[src/rtl/coco_wb_pkg.sv]
// Shared types and constants for the register-file writeback slice.
// Included by coco_wb_fifo and coco_wb_writeback.
package coco_wb_pkg;

    localparam int DATA_W = 32;
    localparam int REG_AW = 5;

    localparam logic [REG_AW-1:0] REG_ZERO = 5'd0;

    typedef struct packed {
        logic [REG_AW-1:0] rd;
        logic [DATA_W-1:0] data;
    } wb_req_t;

endpackage

[src/rtl/coco_wb_fifo.sv]
// Small power-of-two FIFO for long-latency writeback requests.
// Pointers wrap naturally; count distinguishes full from empty.
module coco_wb_fifo
    import coco_wb_pkg::*;
#(
    parameter int DEPTH = 4
) (
    input  logic              Clk,
    input  logic              Reset,
    input  logic              push,
    input  wb_req_t           wdata,
    input  logic              pop,
    output wb_req_t           head,
    output logic [$clog2(DEPTH):0] count,
    output logic              full,
    output logic              empty
);

    localparam int AW = $clog2(DEPTH);

    wb_req_t mem [DEPTH];

    logic [AW-1:0] wr_ptr;
    logic [AW-1:0] rd_ptr;
    logic          do_push;
    logic          do_pop;

    assign full    = (count == (AW+1)'(DEPTH));
    assign empty   = (count == '0);
    assign do_push = push && !full;
    assign do_pop  = pop && !empty;
    assign head    = mem[rd_ptr];

    always_ff @(posedge Clk or posedge Reset) begin
        if (Reset) begin
            wr_ptr <= '0;
            rd_ptr <= '0;
            count  <= '0;
        end else begin
            if (do_push) wr_ptr <= wr_ptr + 1'b1;
            if (do_pop)  rd_ptr <= rd_ptr + 1'b1;
            unique case ({do_push, do_pop})
                2'b10:   count <= count + 1'b1;
                2'b01:   count <= count - 1'b1;
                default: count <= count;
            endcase
        end
    end

    // Storage carries no reset; only the pointers define validity.
    always_ff @(posedge Clk) begin
        if (do_push) mem[wr_ptr] <= wdata;
    end

endmodule

[src/rtl/coco_wb_writeback.sv]
// Register-file write port arbiter: pipe results win, long results queue.
// Define COCO_WB_FWD_EN to add Fwd1_Hit/Fwd2_Hit bypass-hit outputs.
module coco_wb_writeback
    import coco_wb_pkg::*;
#(
    parameter int DEPTH = 4
) (
    input  logic              Clk,
    input  logic              Reset,
    input  logic              Pipe_Valid,
    input  logic [REG_AW-1:0] Pipe_RD,
    input  logic [DATA_W-1:0] Pipe_Data,
    input  logic              Long_Issue,
    input  logic [REG_AW-1:0] Long_IssueRD,
    input  logic              Long_Valid,
    output logic              Long_Ready,
    input  logic [REG_AW-1:0] Long_RD,
    input  logic [DATA_W-1:0] Long_Data,
    output logic [REG_AW-1:0] RD,
    output logic              RegWrite,
    output logic [DATA_W-1:0] WData,
    input  logic [REG_AW-1:0] Q_RS1,
    input  logic [REG_AW-1:0] Q_RS2,
    output logic              Busy1,
    output logic              Busy2,
`ifdef COCO_WB_FWD_EN
    output logic              Fwd1_Hit,
    output logic              Fwd2_Hit,
`endif
    output logic [$clog2(DEPTH):0] Fifo_Count
);

    wb_req_t     head;
    wb_req_t     long_req;
    logic        full;
    logic        empty;
    logic        pipe_wr;
    logic        pop;
    logic        push;
    logic [31:0] pending;
    logic [31:0] pending_nxt;

    assign pipe_wr    = Pipe_Valid && (Pipe_RD != REG_ZERO);
    assign pop        = !pipe_wr && !empty;
    assign Long_Ready = !full && !Reset;
    assign push       = Long_Valid && Long_Ready;
    assign long_req   = '{rd: Long_RD, data: Long_Data};

    coco_wb_fifo #(
        .DEPTH (DEPTH)
    ) u_fifo (
        .Clk   (Clk),
        .Reset (Reset),
        .push  (push),
        .wdata (long_req),
        .pop   (pop),
        .head  (head),
        .count (Fifo_Count),
        .full  (full),
        .empty (empty)
    );

    always_ff @(posedge Clk or posedge Reset) begin
        if (Reset) begin
            RD       <= REG_ZERO;
            RegWrite <= 1'b0;
            WData    <= '0;
        end else begin
            unique case (1'b1)
                pipe_wr: begin
                    RD       <= Pipe_RD;
                    WData    <= Pipe_Data;
                    RegWrite <= 1'b1;
                end
                pop: begin
                    RD       <= head.rd;
                    WData    <= head.data;
                    RegWrite <= 1'b1;
                end
                default: RegWrite <= 1'b0;
            endcase
        end
    end

    // Set is applied after clear so a same-cycle reissue stays pending.
    always_comb begin
        pending_nxt = pending;
        if (pop) pending_nxt[head.rd] = 1'b0;
        if (Long_Issue && (Long_IssueRD != REG_ZERO))
            pending_nxt[Long_IssueRD] = 1'b1;
    end

    always_ff @(posedge Clk or posedge Reset) begin
        if (Reset) pending <= '0;
        else       pending <= pending_nxt;
    end

    assign Busy1 = pending[Q_RS1];
    assign Busy2 = pending[Q_RS2];

`ifdef COCO_WB_FWD_EN
    assign Fwd1_Hit = RegWrite && (RD != REG_ZERO) && (RD == Q_RS1);
    assign Fwd2_Hit = RegWrite && (RD != REG_ZERO) && (RD == Q_RS2);
`endif

endmodule

[config.mk]
export PLATFORM = sky130hd
export DESIGN_NAME = coco_wb_writeback
export DESIGN_NICKNAME = d
export VERILOG_FILES = /design/src/rtl/coco_wb_pkg.sv /design/src/rtl/coco_wb_fifo.sv /design/src/rtl/coco_wb_writeback.sv
export SDC_FILE = /design/constraint.sdc
export NUM_CORES = 1
export LEC_CHECK = 0
export BUFFER_PORTS_ARGS = -buffer_cell sky130_fd_sc_hd__buf_4
export CORE_MARGIN = 2
export CORE_UTILIZATION = 62
export CTS_CLUSTER_DIAMETER = 120
export CTS_CLUSTER_SIZE = 16
export DETAILED_ROUTE_END_ITERATION = 8
export PLACE_DENSITY = 0.85
export SLEW_MARGIN = 10
export SYNTH_ARGS = -nofsm -noshare
export SYNTH_HDL_FRONTEND = slang
export SYNTH_HIERARCHICAL = 1
export SYNTH_SLANG_ARGS = --single-unit
[constraint.sdc]
create_clock -name Clk -period 6.5 [get_ports Clk]
set_clock_uncertainty 0.2 [all_clocks]
set_input_delay 0.975 -clock Clk [delete_from_list [all_inputs] [get_ports Clk]]
set_output_delay 0.975 -clock Clk [all_outputs]
set_load 0.02 [all_outputs]
==> metrics <==
outcome finished clean; Starting Density 0.636; hold violation total from the final report 0; Clk Latency, worst-skew pair slightly below 500 ps; fraction of layout cells with a size suffix above 1 0.287; Synth Flop Type edfxtp_1; vias slightly below 6000; Gate Count Post-Synth between 600 and 700; Slew Limit Headroom 0.244; pin count of the biggest net entering global routing 71; R2R depth 5; Final min period ~3500 ps; GRT Total Usage 0.269; Final nets between 800 and 900; post-route ant nets 0; drc violations 0; Clk pwr share 0.223; Die X about 130 um; Post-Route WL ~21 mm; Syn. warnings 6; Int Power approximately 3.1 mW; CP max FO 16; R2R Setup Slk roughly 3300 ps; Synth Cell Area roughly 9700 um2; clk sinks 225; Least-Margin Pin Slew 1130 ps; RSZ-0062 raised after global routing false; post-CTS setup buffers 0; CP Capture Point Busy1; Post-Route Setup TNS 0 ps; Reg power frac 0.462; Net Sw Frac 0.334; GPL Wtd Cong around 0.92; CP startpoint Q_RS1[1]; Synth cell types 48; r2r startpoint u_fifo/rd_ptr[0]; Seq cells post-synth approximately 230; Top Ports 138; Die Ht 129 um; Pwr Density 409 nW/um2; die area between 15000 and 20000 um2; syn_nets between 700 and 800; clock edge transition at the registers on the reported setup and hold paths 70 ps; RR Endpoint pending[16]; PortBufs ~140; ys async rst share 0.342; final number of max-transition violations 0; sw power approximately 1.5 mW; first-pass GRT wire length 33.7 mm; sequential element share of the synthesized area 0.659; initial antenna violation count 0; DR iter-0 viols between 400 and 500; CTS Buf Count 18; routed length per instance between 20 and 25 um; vias in the first global route between 6000 and 7000; CP Capture Type output pin; Via density ~6; FMAX around 290 MHz; Final setup viols 0; Comb power frac 0.315; Post-synth EDFFs roughly 150; min-delay worst type input port to asynchronous set/reset pin; P_leak 4.32 nW; CORE AREA roughly 15000 um2; Worst EP required between 5000 and 6000 ps; Area Growth Syn to Fin 17.1%; Rows between 40 and 50; Crit path arrival time around 2300 ps; post-CTS sizing 0; H-Tree Depth 1; CTS tree done; detailed-router iteration count before antenna repair 5; syn_area_per_cell between 15 and 20 um2; Remaining Overflow, GRT 0; hold-fix buffers at CTS 0; n_diodes 0; Setup Crit Path Kind input port to output pin; peak supply drop about 0.00032 V; clk buf depth 3; hpwl dp ~14 mm; clock root buffer clkbuf_16; CP Launch Type input port; Final Cycle Share 0.531; max_cap viols 0; Final Core Density 0.745
## power by group through the flow
stage                     combinational [mW]  clock (mW)  sequential (mW)
after global placement                  1.41           0             2.13
after global routing                    1.58        1.10             2.17
after floorplan                        0.986           0             2.10
final                                   1.46        1.03             2.13
after detailed placement                1.45           0             2.16
after CTS                               1.47        1.05             2.13
## cell usage in the layout (no fill, tap or decap), types with 3 or more instances in the layout
cell | Yosys | layout
xor2_1 | 3 | 3
and2_1 | 7 | 3
mux4_2 | 37 | 37
dfrtp_1 | 77 | 75
a22o_1 | 7 | 7
nand2b_1 | 4 | 4
and2_2 | 0 | 4
nand3_1 | 11 | 11
or3b_2 | 3 | 3
xnor2_1 | 3 | 3
nor2b_1 | 6 | 6
nor3_2 | 3 | 4
nand2_1 | 76 | 76
ha_1 | 5 | 5
buf_4 | 2 | 141
clkbuf_16 | 0 | 19
edfxtp_1 | 148 | 148
a22oi_1 | 10 | 10
nand3b_1 | 3 | 3
o21ai_0 | 49 | 49
o31ai_1 | 17 | 17
o41ai_1 | 3 | 3
a21oi_1 | 6 | 6
clkbuf_1 | 20 | 11
mux2i_1 | 70 | 70
nor2_1 | 7 | 7
inv_1 | 11 | 10
nor3b_1 | 3 | 3
## through the flow
| step | total power, mW | instance area [um2] | instances | setup WS (ps) | hold slack (ps) |
|---|---|---|---|---|---|
| floorplan | 3.09 | 9660 | 633 | 3110 | 286 |
| global placement | 3.55 | 10800 | 926 | 2920 | 313 |
| detailed placement | 3.61 | 10800 | 926 | 2820 | 315 |
| CTS | 4.65 | 11300 | 958 | 3050 | 235 |
| global route | 4.85 | 11300 | 958 | 2950 | 257 |
| finish | 4.62 | 11300 | 958 | 3050 | 246 |
## metal layers
metal,vias up,global-route usage,routed length (um)
met5,-,0,0
met1,3002,0.382,8990
met2,218,0.439,10600
met4,0,0.0806,427
li1,2671,-,-
met3,30,0.0441,1350
## critical path, cell delays in order
cell      delay [ps]
buf_4            260
mux2i_1          260
a22oi_1          110
nand4b_1         120
a21oi_1           50
a311o_1          330
buf_4            160
## kinds of logic after synthesis
kind of cell / share of synthesized area
AOI/OAI and AO/OA: 0.0698
xor gates and xnor gates: 0.00544
adders and majority gates: 0.00855
buffers and inverters: 0.0241
DFF: 0.659
muxes: 0.160
and+or+nand+nor: 0.0728
## cell usage after synthesis, types with 4 or more instances
cell type	number	share of area
o21ai_0	49	0.025
nor2b_1	6	0.0039
a22o_1	7	0.0063
dfrtp_1	77	0.20
inv_1	11	0.0043
nand2b_1	4	0.0026
buf_2	9	0.0047
a21oi_1	6	0.0031
nor2_1	7	0.0027
nand3_1	11	0.0057
ha_1	5	0.0065
a22oi_1	10	0.0078
mux4_2	37	0.086
edfxtp_1	148	0.46
clkbuf_1	20	0.0078
buf_6	5	0.0058
and2_1	7	0.0045
mux2i_1	70	0.073
o31ai_1	17	0.013
nand2_1	76	0.030
## final cells by class
cell class	instances	area, um2
Clock buffer	31	524
Sequential cell	225	6370
Inverter	11	41.3
Tap cell	188	235
Clock inverter	1	16.3
Fill cell	921	3880
Timing Repair Buffer	141	1060
Multi-Input combinational cell	361	3070
## flip-flops by register name (all words and copies together), names as in the netlist
name and count:
u_fifo/count 3, RegWrite 1, RD 5, pending 32, u_fifo/mem 148, u_fifo/wr_ptr 2, u_fifo/rd_ptr 2, WData 32
## worst min-delay path by stage
| stage | start | endpoint | cells after the start | slack (ps) |
|---|---|---|---|---|
| floorplan | pending[24] | pending[24] | 1 | 290 |
| global placement | pending[7] | pending[7] | 1 | 310 |
| detailed placement | pending[7] | pending[7] | 1 | 320 |
| CTS | Reset | u_fifo/wr_ptr[0] | 2 | 240 |
| global route | Reset | u_fifo/wr_ptr[0] | 2 | 260 |
| finish | Reset | u_fifo/wr_ptr[0] | 2 | 250 |
Note: power is estimated with default switching activity, not from simulation.
